[src/rtl/data_bus_pkg.sv]
// data_bus_pkg: address map, button codes and the pending-mask priority helper
// shared by the data bus and its button-event FIFO.
package data_bus_pkg;

  localparam int unsigned RAM_SIZE = 240;
  localparam logic [7:0]  RAM_TOP  = 8'hEF;

  localparam logic [7:0] ADDR_EVT    = 8'hF0;
  localparam logic [7:0] ADDR_STATUS = 8'hF1;
  localparam logic [7:0] ADDR_LED    = 8'hF2;
  localparam logic [7:0] ADDR_SEG_LO = 8'hF3;
  localparam logic [7:0] ADDR_SEG_HI = 8'hF4;
  localparam logic [7:0] ADDR_TIMER  = 8'hF5;

  localparam int unsigned NUM_BTN = 5;

  typedef enum logic [2:0] {
    BTN_UP    = 3'd0,
    BTN_DOWN  = 3'd1,
    BTN_LEFT  = 3'd2,
    BTN_RIGHT = 3'd3,
    BTN_SEL   = 3'd4
  } btnCode_e;

  // Index of the lowest set bit; lower button codes take priority.
  function automatic logic [2:0] lowestSet(input logic [NUM_BTN-1:0] mask);
    logic [2:0] code;
    code = BTN_UP;
    for (int unsigned i = NUM_BTN; i > 0; i--) begin
      if (mask[i-1]) code = 3'(i - 1);
    end
    return code;
  endfunction

endpackage

[src/rtl/btn_event_fifo.sv]
// btn_event_fifo: small FIFO of 3-bit button codes with occupancy count and a
// sticky overflow flag. A push into a full FIFO is kept only when a pop
// frees a slot on the same edge; otherwise it is dropped and flags overflow.
module btn_event_fifo #(
  parameter int unsigned FIFO_DEPTH = 4
) (
  input  logic       CLK,
  input  logic       RESET,
  input  logic       push,
  input  logic [2:0] pushCode,
  input  logic       pop,
  input  logic       clrOvf,
  output logic [2:0] head,
  output logic [3:0] count,
  output logic       empty,
  output logic       ovf
);

  localparam int unsigned PW = $clog2(FIFO_DEPTH);

  logic [2:0]    mem [FIFO_DEPTH];
  logic [PW-1:0] wrPtr;
  logic [PW-1:0] rdPtr;
  logic [4:0]    cnt;
  logic          full;
  logic          doPop;
  logic          doPush;
  logic          drop;

  assign empty  = (cnt == 5'd0);
  assign full   = (cnt == 5'(FIFO_DEPTH));
  assign doPop  = pop && !empty;
  assign doPush = push && (!full || doPop);
  assign drop   = push && full && !doPop;
  assign head   = mem[rdPtr];
  assign count  = cnt[3:0];

  // Storage is not reset; only pointers and count define validity.
  always_ff @(posedge CLK) begin
    if (doPush) mem[wrPtr] <= pushCode;
  end

  // Pointers, occupancy and sticky overflow.
  always_ff @(posedge CLK or posedge RESET) begin
    if (RESET) begin
      wrPtr <= '0;
      rdPtr <= '0;
      cnt   <= '0;
      ovf   <= 1'b0;
    end else begin
      if (doPush) wrPtr <= wrPtr + 1'b1;
      if (doPop)  rdPtr <= rdPtr + 1'b1;
      case ({doPush, doPop})
        2'b10:   cnt <= cnt + 5'd1;
        2'b01:   cnt <= cnt - 5'd1;
        default: cnt <= cnt;
      endcase
      ovf <= (ovf && !clrOvf) || drop;
    end
  end

endmodule

[src/rtl/data_bus.sv]
// data_bus: CPU data-side address decoder serving a 240-byte RAM, a
// button-event FIFO and LED/seven-segment/timer registers. Reads are
// combinational from Addr; writes and pops commit on the rising edge.
// Optional timer at 0xF5 is built only when DATA_BUS_TIMER_EN is defined.
module data_bus
  import data_bus_pkg::*;
#(
  parameter int unsigned FIFO_DEPTH = 4,
  parameter int unsigned TICK_DIV   = 50000000
) (
  input  logic        CLK,
  input  logic        RESET,
  input  logic [7:0]  Addr,
  input  logic [7:0]  WData,
  input  logic        MW,
  input  logic        RD,
  output logic [7:0]  Din,
  input  logic [4:0]  BTN,
  output logic [7:0]  LED,
  output logic [15:0] SEG
);

  logic [NUM_BTN-1:0] btnSync1;
  logic [NUM_BTN-1:0] btnSync2;
  logic [NUM_BTN-1:0] btnPrev;
  logic [NUM_BTN-1:0] pending;
  logic [NUM_BTN-1:0] btnRise;
  logic [NUM_BTN-1:0] pendClr;
  logic               push;
  logic [2:0]         pushCode;
  logic               pop;
  logic               clrOvf;
  logic [2:0]         fifoHead;
  logic [3:0]         fifoCount;
  logic               fifoEmpty;
  logic               fifoOvf;
  logic [7:0]         ram [RAM_SIZE];
  logic [7:0]         ledReg;
  logic [7:0]         segLo;
  logic [7:0]         segHi;
  logic [7:0]         timerRd;

  assign btnRise  = btnSync2 & ~btnPrev;
  assign push     = |pending;
  assign pushCode = lowestSet(pending);
  assign pendClr  = push ? (5'b00001 << pushCode) : '0;
  assign pop      = RD && (Addr == ADDR_EVT);
  assign clrOvf   = MW && (Addr == ADDR_STATUS);
  assign LED      = ledReg;
  assign SEG      = {segHi, segLo};

  // Button synchronizers, edge history and pending-event mask.
  always_ff @(posedge CLK or posedge RESET) begin
    if (RESET) begin
      btnSync1 <= '0;
      btnSync2 <= '0;
      btnPrev  <= '0;
      pending  <= '0;
    end else begin
      btnSync1 <= BTN;
      btnSync2 <= btnSync1;
      btnPrev  <= btnSync2;
      // A fresh rise on the bit being drained this cycle stays pending.
      pending  <= (pending & ~pendClr) | btnRise;
    end
  end

  btn_event_fifo #(
    .FIFO_DEPTH(FIFO_DEPTH)
  ) uFifo (
    .CLK      (CLK),
    .RESET    (RESET),
    .push     (push),
    .pushCode (pushCode),
    .pop      (pop),
    .clrOvf   (clrOvf),
    .head     (fifoHead),
    .count    (fifoCount),
    .empty    (fifoEmpty),
    .ovf      (fifoOvf)
  );

  // Data RAM write port (no reset).
  always_ff @(posedge CLK) begin
    if (MW && (Addr <= RAM_TOP)) ram[Addr] <= WData;
  end

  // LED and seven-segment registers.
  always_ff @(posedge CLK or posedge RESET) begin
    if (RESET) begin
      ledReg <= '0;
      segLo  <= '0;
      segHi  <= '0;
    end else if (MW) begin
      if (Addr == ADDR_LED)    ledReg <= WData;
      if (Addr == ADDR_SEG_LO) segLo  <= WData;
      if (Addr == ADDR_SEG_HI) segHi  <= WData;
    end
  end

`ifdef DATA_BUS_TIMER_EN
  localparam int unsigned      PRE_W   = $clog2(TICK_DIV);
  localparam logic [PRE_W-1:0] PRE_MAX = PRE_W'(TICK_DIV - 1);

  logic [PRE_W-1:0] prescaler;
  logic [7:0]       timerReg;
  logic             timerWr;

  assign timerWr = MW && (Addr == ADDR_TIMER);
  assign timerRd = timerReg;

  // Prescaled saturating timer; a write clears it even on a wrap edge.
  always_ff @(posedge CLK or posedge RESET) begin
    if (RESET) begin
      prescaler <= '0;
      timerReg  <= '0;
    end else if (timerWr) begin
      prescaler <= '0;
      timerReg  <= '0;
    end else if (prescaler == PRE_MAX) begin
      prescaler <= '0;
      if (timerReg != 8'hFF) timerReg <= timerReg + 8'd1;
    end else begin
      prescaler <= prescaler + 1'b1;
    end
  end
`else
  assign timerRd = '0;
`endif

  // Read-data decode; RAM reads show the pre-write byte during a store.
  always_comb begin
    Din = '0;
    if (Addr <= RAM_TOP) begin
      Din = ram[Addr];
    end else begin
      case (Addr)
        ADDR_EVT:    Din = fifoEmpty ? 8'h00 : {1'b1, 4'b0000, fifoHead};
        ADDR_STATUS: Din = {fifoOvf, 3'b000, fifoCount};
        ADDR_LED:    Din = ledReg;
        ADDR_SEG_LO: Din = segLo;
        ADDR_SEG_HI: Din = segHi;
        ADDR_TIMER:  Din = timerRd;
        default:     Din = '0;
      endcase
    end
  end

endmodule

[config.mk]
export PLATFORM = sky130hd
export DESIGN_NAME = data_bus
export DESIGN_NICKNAME = d
export VERILOG_FILES = /design/src/rtl/data_bus_pkg.sv /design/src/rtl/btn_event_fifo.sv /design/src/rtl/data_bus.sv
export SDC_FILE = /design/constraint.sdc
export NUM_CORES = 2
export LEC_CHECK = 0
export CAP_MARGIN = 15
export CORE_MARGIN = 1.5
export CORE_UTILIZATION = 65
export DETAILED_ROUTE_END_ITERATION = 16
export PLACE_DENSITY = 0.82
export SETUP_SLACK_MARGIN = 0.2
export SYNTH_ARGS = -nofsm -noshare
export SYNTH_HDL_FRONTEND = slang
export SYNTH_SLANG_ARGS = --single-unit
[constraint.sdc]
create_clock -name CLK -period 10 [get_ports CLK]
set_clock_uncertainty 0.05 [all_clocks]
set_input_delay 1 -clock CLK [delete_from_list [all_inputs] [get_ports CLK]]
set_output_delay 1 -clock CLK [all_outputs]
set_load 0.02 [all_outputs]
; Word-level counts from Yosys, hierarchy flattened
; Memory sizes are Yosys's and may differ from the RTL's.
; Index checks and enable logic that the tools add are counted.
[totals]
reg_bits = 54
mem_bits_rw = 1932
wordCells = 66
mem_count = 2
[op_classes]
add_sub_neg = 4
n_lt_le_gt_ge = 1
n_eq_ne = 8
shift = 1
n_mux = 14
bitwise = 5
reduce_logical = 20
[memory_table]
columns = memory, depth, word_bits, rd, rd_clocked_by_memory_dff, wr, line
row1 = ram, 240, 8, 1, 0, 1, data_bus.sv:37  ; logic [7:0] ram [RAM_SIZE];
row2 = uFifo.mem, 4, 3, 1, 0, 1, btn_event_fifo.sv:21  ; logic [2:0] mem [FIFO_DEPTH];
[ops]
columns = cell, count
row1 = $eq A8 B8 Y1 const B, 5
row2 = $pmux W8 S5, 1
row3 = $mux W8, 2
row4 = $mux W3, 5
row5 = $and A5 B5 Y5, 2
row6 = $not A5 Y5, 2
row7 = $pmux W5 S2, 1
row8 = $le A8 B8 Y1 const B, 1
row9 = $logic_and A1 B1 Y1, 8
row10 = $reduce_and A2 Y1, 3
row11 = $add A5 B1 Y5 const B, 1
row12 = $eq A5 B3 Y1 const B, 1
row13 = $logic_not A5 Y1, 1
row14 = $mux W5, 1
row15 = $or A5 B5 Y5, 1
row16 = $reduce_or A5 Y1, 1
row17 = $shl A1 B3 Y5 const A, 1
row18 = $sub A5 B1 Y5 const B, 1
row19 = $add A2 B1 Y2 const B, 2
row20 = $logic_not A1 Y1, 4
row21 = $mux W1, 4
row22 = $eq A2 B1 Y1 const B, 1
row23 = $eq A2 B2 Y1 const B, 1
row24 = $logic_or A1 B1 Y1, 2
row25 = $reduce_bool A2 Y1, 1

; Logic depth before layout (Yosys ltp)
[logic_depth]
word_depth = 10
mapped_depth = 18
ltp_nobuf = 14

; Cells and area by module
; Synthesis repeated with hierarchy kept, for this count alone.
[hier_totals]
cells_unflattened = 3724
area_unflattened_um2 = 77511.8
[by_module_without_submodules]
columns = mod, n_inst, cells_per_inst, area_each_um2, seq_area_each_um2
row1 = data_bus, 1, 3637, 76343.2, 58756.4
row2 = btn_event_fifo, 1, 87, 1168.6, 610.6

; Worst setup path after synthesis
; No wires, ideal clock.
[synth_path]
kind = input -> output
from = in Addr[0]
to = out Din[1]
arrival_ns = 3.241
required_ns = 8.950
path_slack_ns = 5.709
stages = 12
path_cell_list = buf_6 > buf_8 > buf_6 > buf_4 > buf_6 > buf_4 > a211oi_1 > a2111oi_0 > nor4_1 > o211ai_1 > a21oi_1 > o21ai_0
[synth_between]
elab_chain_len = 3
[synth_lines]
columns = element, line
row1 = from (decl), data_bus.sv:13  ; input logic [7:0] Addr,
row2 = branches (longest 2 deep; another with $mem_v2 Z240 W8), n/a
row3 = $mux W8 *, data_bus.sv:134  ; if (Addr <= RAM_TOP) begin
row4 = to (decl), data_bus.sv:17  ; output logic [7:0] Din,
; Mark *: on every way between the ends.

; Worst setup path in the final report
[layout_path]
from = in Addr[0]
to = out Din[2]
; The elaborated chain is that of the path after synthesis.

==> results.rst <==
.. list-table::
   :header-rows: 1

   * - Metric
     - Value
   * - Run status
     - finished, final reports clean
   * - Final antenna-violating net count
     - 0
   * - Post-route DRC
     - 0
   * - Total negative slack for setup checks
     - 0 ns
   * - Via density per instance
     - 7.454
   * - Share of post-route cells with drive strength above 1
     - 21.27%
   * - Path depth of the worst reg2reg path
     - 13
   * - Yosys warns
     - 0
   * - Cell with the biggest individual delay on the critical path
     - nor4_1
   * - Actual slew at the worst max-slew pin
     - 1.252 ns
   * - Instance area at placement
     - between 0.07 and 0.08 mm²
   * - Post-synthesis average cell area
     - 20.60 µm²
   * - Skew-Pair Late Insertion Delay
     - 0.81 ns
   * - Most used routing layer
     - met2
   * - Launch instance of the worst register-to-register path
     - uFifo.cnt[1]$_DFFE_PP0P_
   * - Leakage power of the design
     - 26.97 nW
   * - Stage delay of the slowest cell on the critical path
     - roughly 0.99 ns
   * - Overall die height
     - approximately 350 µm
   * - Post-CTS Setup Inserts
     - 0
   * - Power density over the cells
     - approximately 200 mW/mm²
   * - Worst slack, placed
     - 2.883 ns
   * - Number of top-level pins
     - 57
   * - Global Route Usage Sum
     - around a third
   * - Sequential fraction of the synthesis area
     - 76.41%
   * - Resized Gates After CTS
     - 0
   * - Global-route wire length before repair
     - 289800 µm
   * - Largest cells by area after synthesis
     - edfxtp_1, mux4_2, mux2i_1
   * - Launching element type of the critical path
     - input pin
   * - Met3 demand-to-capacity share in global routing
     - a little under a tenth
   * - Ordered list of cells on the worst path
     - buf_8 -> buf_12 -> mux4_2 -> and2_1 -> a211oi_1 -> a311oi_1 -> buf_4 -> nor4_1 -> and4_1 -> a21oi_1 -> clkdlybuf4s50_1
   * - Min setup slack post-route
     - about 2.8 ns
   * - Total Nets Final
     - between 3000 and 4000
   * - Port buffer count
     - 56
   * - Synth cell count leaders
     - edfxtp_1, mux4_2, nor2_1
   * - Starting Density
     - between 60% and 70%
   * - Slew Viols, Final
     - 0
   * - Number of endpoints failing setup at the final stage
     - 0
   * - Clock Pin Slew Worst Setup and Hold Paths
     - ~0.06 ns
   * - Core Region
     - roughly 0.12 mm²
   * - Buffer cell driving the clock tree root
     - clkbuf_16
   * - Worst hold path type
     - reg2reg
   * - End of the worst register-to-register path
     - uFifo.cnt[4]$_DFFE_PP0P_
   * - Total number of vias
     - 41248
   * - Clock Path Buffers
     - 3
   * - Worst hold slack
     - 0.2995 ns
   * - Crit path time final
     - a little over 7 ns
   * - Relative max-transition margin
     - 16.51%
   * - Gate Count Post-Synth
     - about 3800
   * - Worst-case vdd ir drop
     - 216.0 µV
   * - Via count of the first global-routing pass
     - approximately 41000
   * - Largest net degree at the start of global routing
     - 141
   * - EDFF count, synth
     - around 1900
   * - Drt total wl
     - 203600 µm
   * - Async set or reset register ratio after synthesis
     - under 10%
   * - Post-Synthesis Cell Area
     - about 0.078 mm²
   * - TritonCTS clock tree
     - done
   * - RSZ-0062 raised after global routing
     - false
   * - Primary FF master, synth
     - edfxtp_1
   * - Total die area
     - 0.1216 mm²
   * - Antenna violations before repair
     - 9
   * - Congestion Overflow GR
     - 0
   * - Worst path bufs/invs
     - 4
   * - Critical path fanouts, max
     - 100
   * - Area overhead of the layout relative to synthesis
     - 10.04%
   * - Count of different cell masters after synthesis
     - 74
   * - Critical path required time
     - approximately 9.0 ns
   * - Period utilisation layout
     - approximately 72%
   * - First-pass iteration count of the detailed router
     - 8
   * - Num rows
     - 126
   * - Last weighted congestion value of the routability-driven placer
     - slightly above 0.9
   * - Worst Path Arrival
     - ~6.2 ns
   * - Setup slack of the worst register-to-register path
     - 5.93 ns
   * - Post-cts hold buffer count
     - 0
   * - Kind of cell adding the most delay to the critical path
     - buffers and inverters
   * - Synthesis-stage register bit count
     - ~2000
   * - H-tree depth reported by CTS
     - 4
   * - Horiz. Die Dim
     - 348.7 µm
   * - Met2 global-route usage
     - roughly 52%
   * - Worst hold path cell count
     - 0
   * - Cell area after layout
     - around 0.085 mm²
   * - Synth top area share
     - 74.67%
   * - Met1 Use GR
     - around 45%
   * - Crit path to
     - Din[2]
   * - Max Cap Violations
     - 0
   * - Cell type contributing the most total cell area after synthesis
     - edfxtp_1
   * - Max Clock Freq
     - between 100 and 150 MHz
   * - Cell count along the critical path
     - 11
   * - Wire per inst
     - about 37 µm
   * - Nets in the synthesized netlist
     - around 3800
   * - Final hold vios
     - 0
   * - Number of sinks on the clock net
     - 1986
   * - Violation count after the first detailed-route iteration
     - around 7700
   * - Critical path origin
     - Addr[0]
   * - Critical path class
     - in2out
   * - Post-detail-place hpwl
     - 112300 µm
   * - Total Power
     - approximately 17 mW
   * - Cell with the most instances after synthesis
     - edfxtp_1
   * - Crit end category
     - output pin
   * - Number of buffers added by the clock tree synthesis step
     - 185
==> where the power goes <==
part | switching [mW] | internal [mW]
sequential | 0.0457 | 9.20
clock | 3.04 | 3.77
combinational | 0.644 | 0.335
total | 3.73 | 13.3
==> worst min-delay path by stage <==
stage	startpoint	endpoint	slack, ns
floorplan	btnSync1[0]$_DFF_PP0_	btnSync2[0]$_DFF_PP0_	0.28
global placement	btnSync1[4]$_DFF_PP0_	btnSync2[4]$_DFF_PP0_	0.29
detailed placement	btnSync1[2]$_DFF_PP0_	btnSync2[2]$_DFF_PP0_	0.28
CTS	btnSync1[0]$_DFF_PP0_	btnSync2[0]$_DFF_PP0_	0.30
global route	btnSync1[4]$_DFF_PP0_	btnSync2[4]$_DFF_PP0_	0.32
finish	btnSync1[0]$_DFF_PP0_	btnSync2[0]$_DFF_PP0_	0.30
==> cell type report <==
class,instances,area (µm²)
Fill cell,6212,32740
Clock inverter,92,859.6
Timing Repair Buffer,131,1255
Inverter,17,66.31
Sequential cell,1986,59370
Clock buffer,231,4886
Antenna cell,2,5.005
Tap cell,1536,1922
Multi-Input combinational cell,1539,17130
==> cell usage in the layout (no fill, tap or decap), drive strengths merged, types with 10 or more instances in the layout <==
cell | Yosys | final
o221ai | 10 | 10
nand3 | 35 | 35
clkbuf | 108 | 233
nor2b | 16 | 16
nor3 | 18 | 18
a31oi | 17 | 17
a21oi | 55 | 55
nand2 | 128 | 128
o22ai | 13 | 13
a211oi | 15 | 15
inv | 17 | 23
edfxtp | 1932 | 1932
mux4 | 445 | 445
nand4 | 16 | 16
dfrtp | 54 | 54
mux2i | 167 | 167
and2 | 10 | 10
bufinv | 0 | 12
a221oi | 13 | 13
o211ai | 12 | 12
mux2 | 49 | 49
clkinv | 0 | 72
nor2 | 282 | 282
a22oi | 70 | 70
clkdlybuf4s50 | 0 | 41
o21ai | 26 | 26
buf | 121 | 88
==> metal layers <==
metal / vias to the layer above / wire length [µm]
li1: 15755 / -
met1: 21011 / 67490
met2: 3741 / 96180
met3: 729 / 27390
met4: 12 / 12470
met5: - / 77
==> state kept, by name (all words and copies together), names as in the netlist <==
register	cells
LED	8
btnPrev	5
btnSync1	5
btnSync2	5
pending	5
ram	1920
segHi	8
segLo	8
uFifo.cnt	5
uFifo.mem	12
uFifo.ovf	1
uFifo.rdPtr	2
uFifo.wrPtr	2
==> worst register-to-register path, cell delays in order, from the launching register on <==
cell and delay (ns):
dfrtp_1 0.52, nor4_1 0.18, a2111oi_4 0.61, nand2_1 0.30
a31oi_1 0.68, inv_1 0.16, ha_1 0.37, xor2_1 0.18
ha_1 0.21, nand2_1 0.07, nor2_1 0.10, o21ai_0 0.10
a31oi_1 0.26, xor2_1 0.19
==> cell families after synthesis <==
logic type | after synthesis | synth area share [%]
xor gates and xnor gates | 9 | 0.1014
AOI/OAI and AO/OA | 310 | 2.894
adders and majority gates | 7 | 0.1127
buffers and inverters | 246 | 1.620
DFF | 1986 | 76.41
and+or+nand+nor | 552 | 3.103
muxes | 661 | 15.76
==> per-stage QoR <==
| step | utilization, % | std cells |
|---|---|---|
| detailed placement | 67.40 | 5207 |
| global placement | 67.40 | 5206 |
| finish | 72.31 | 5534 |
| CTS | 72.26 | 5530 |
| global route | 72.30 | 5532 |
| floorplan | - | 3771 |
No activity file was read; power rests on OpenSTA's default activity.
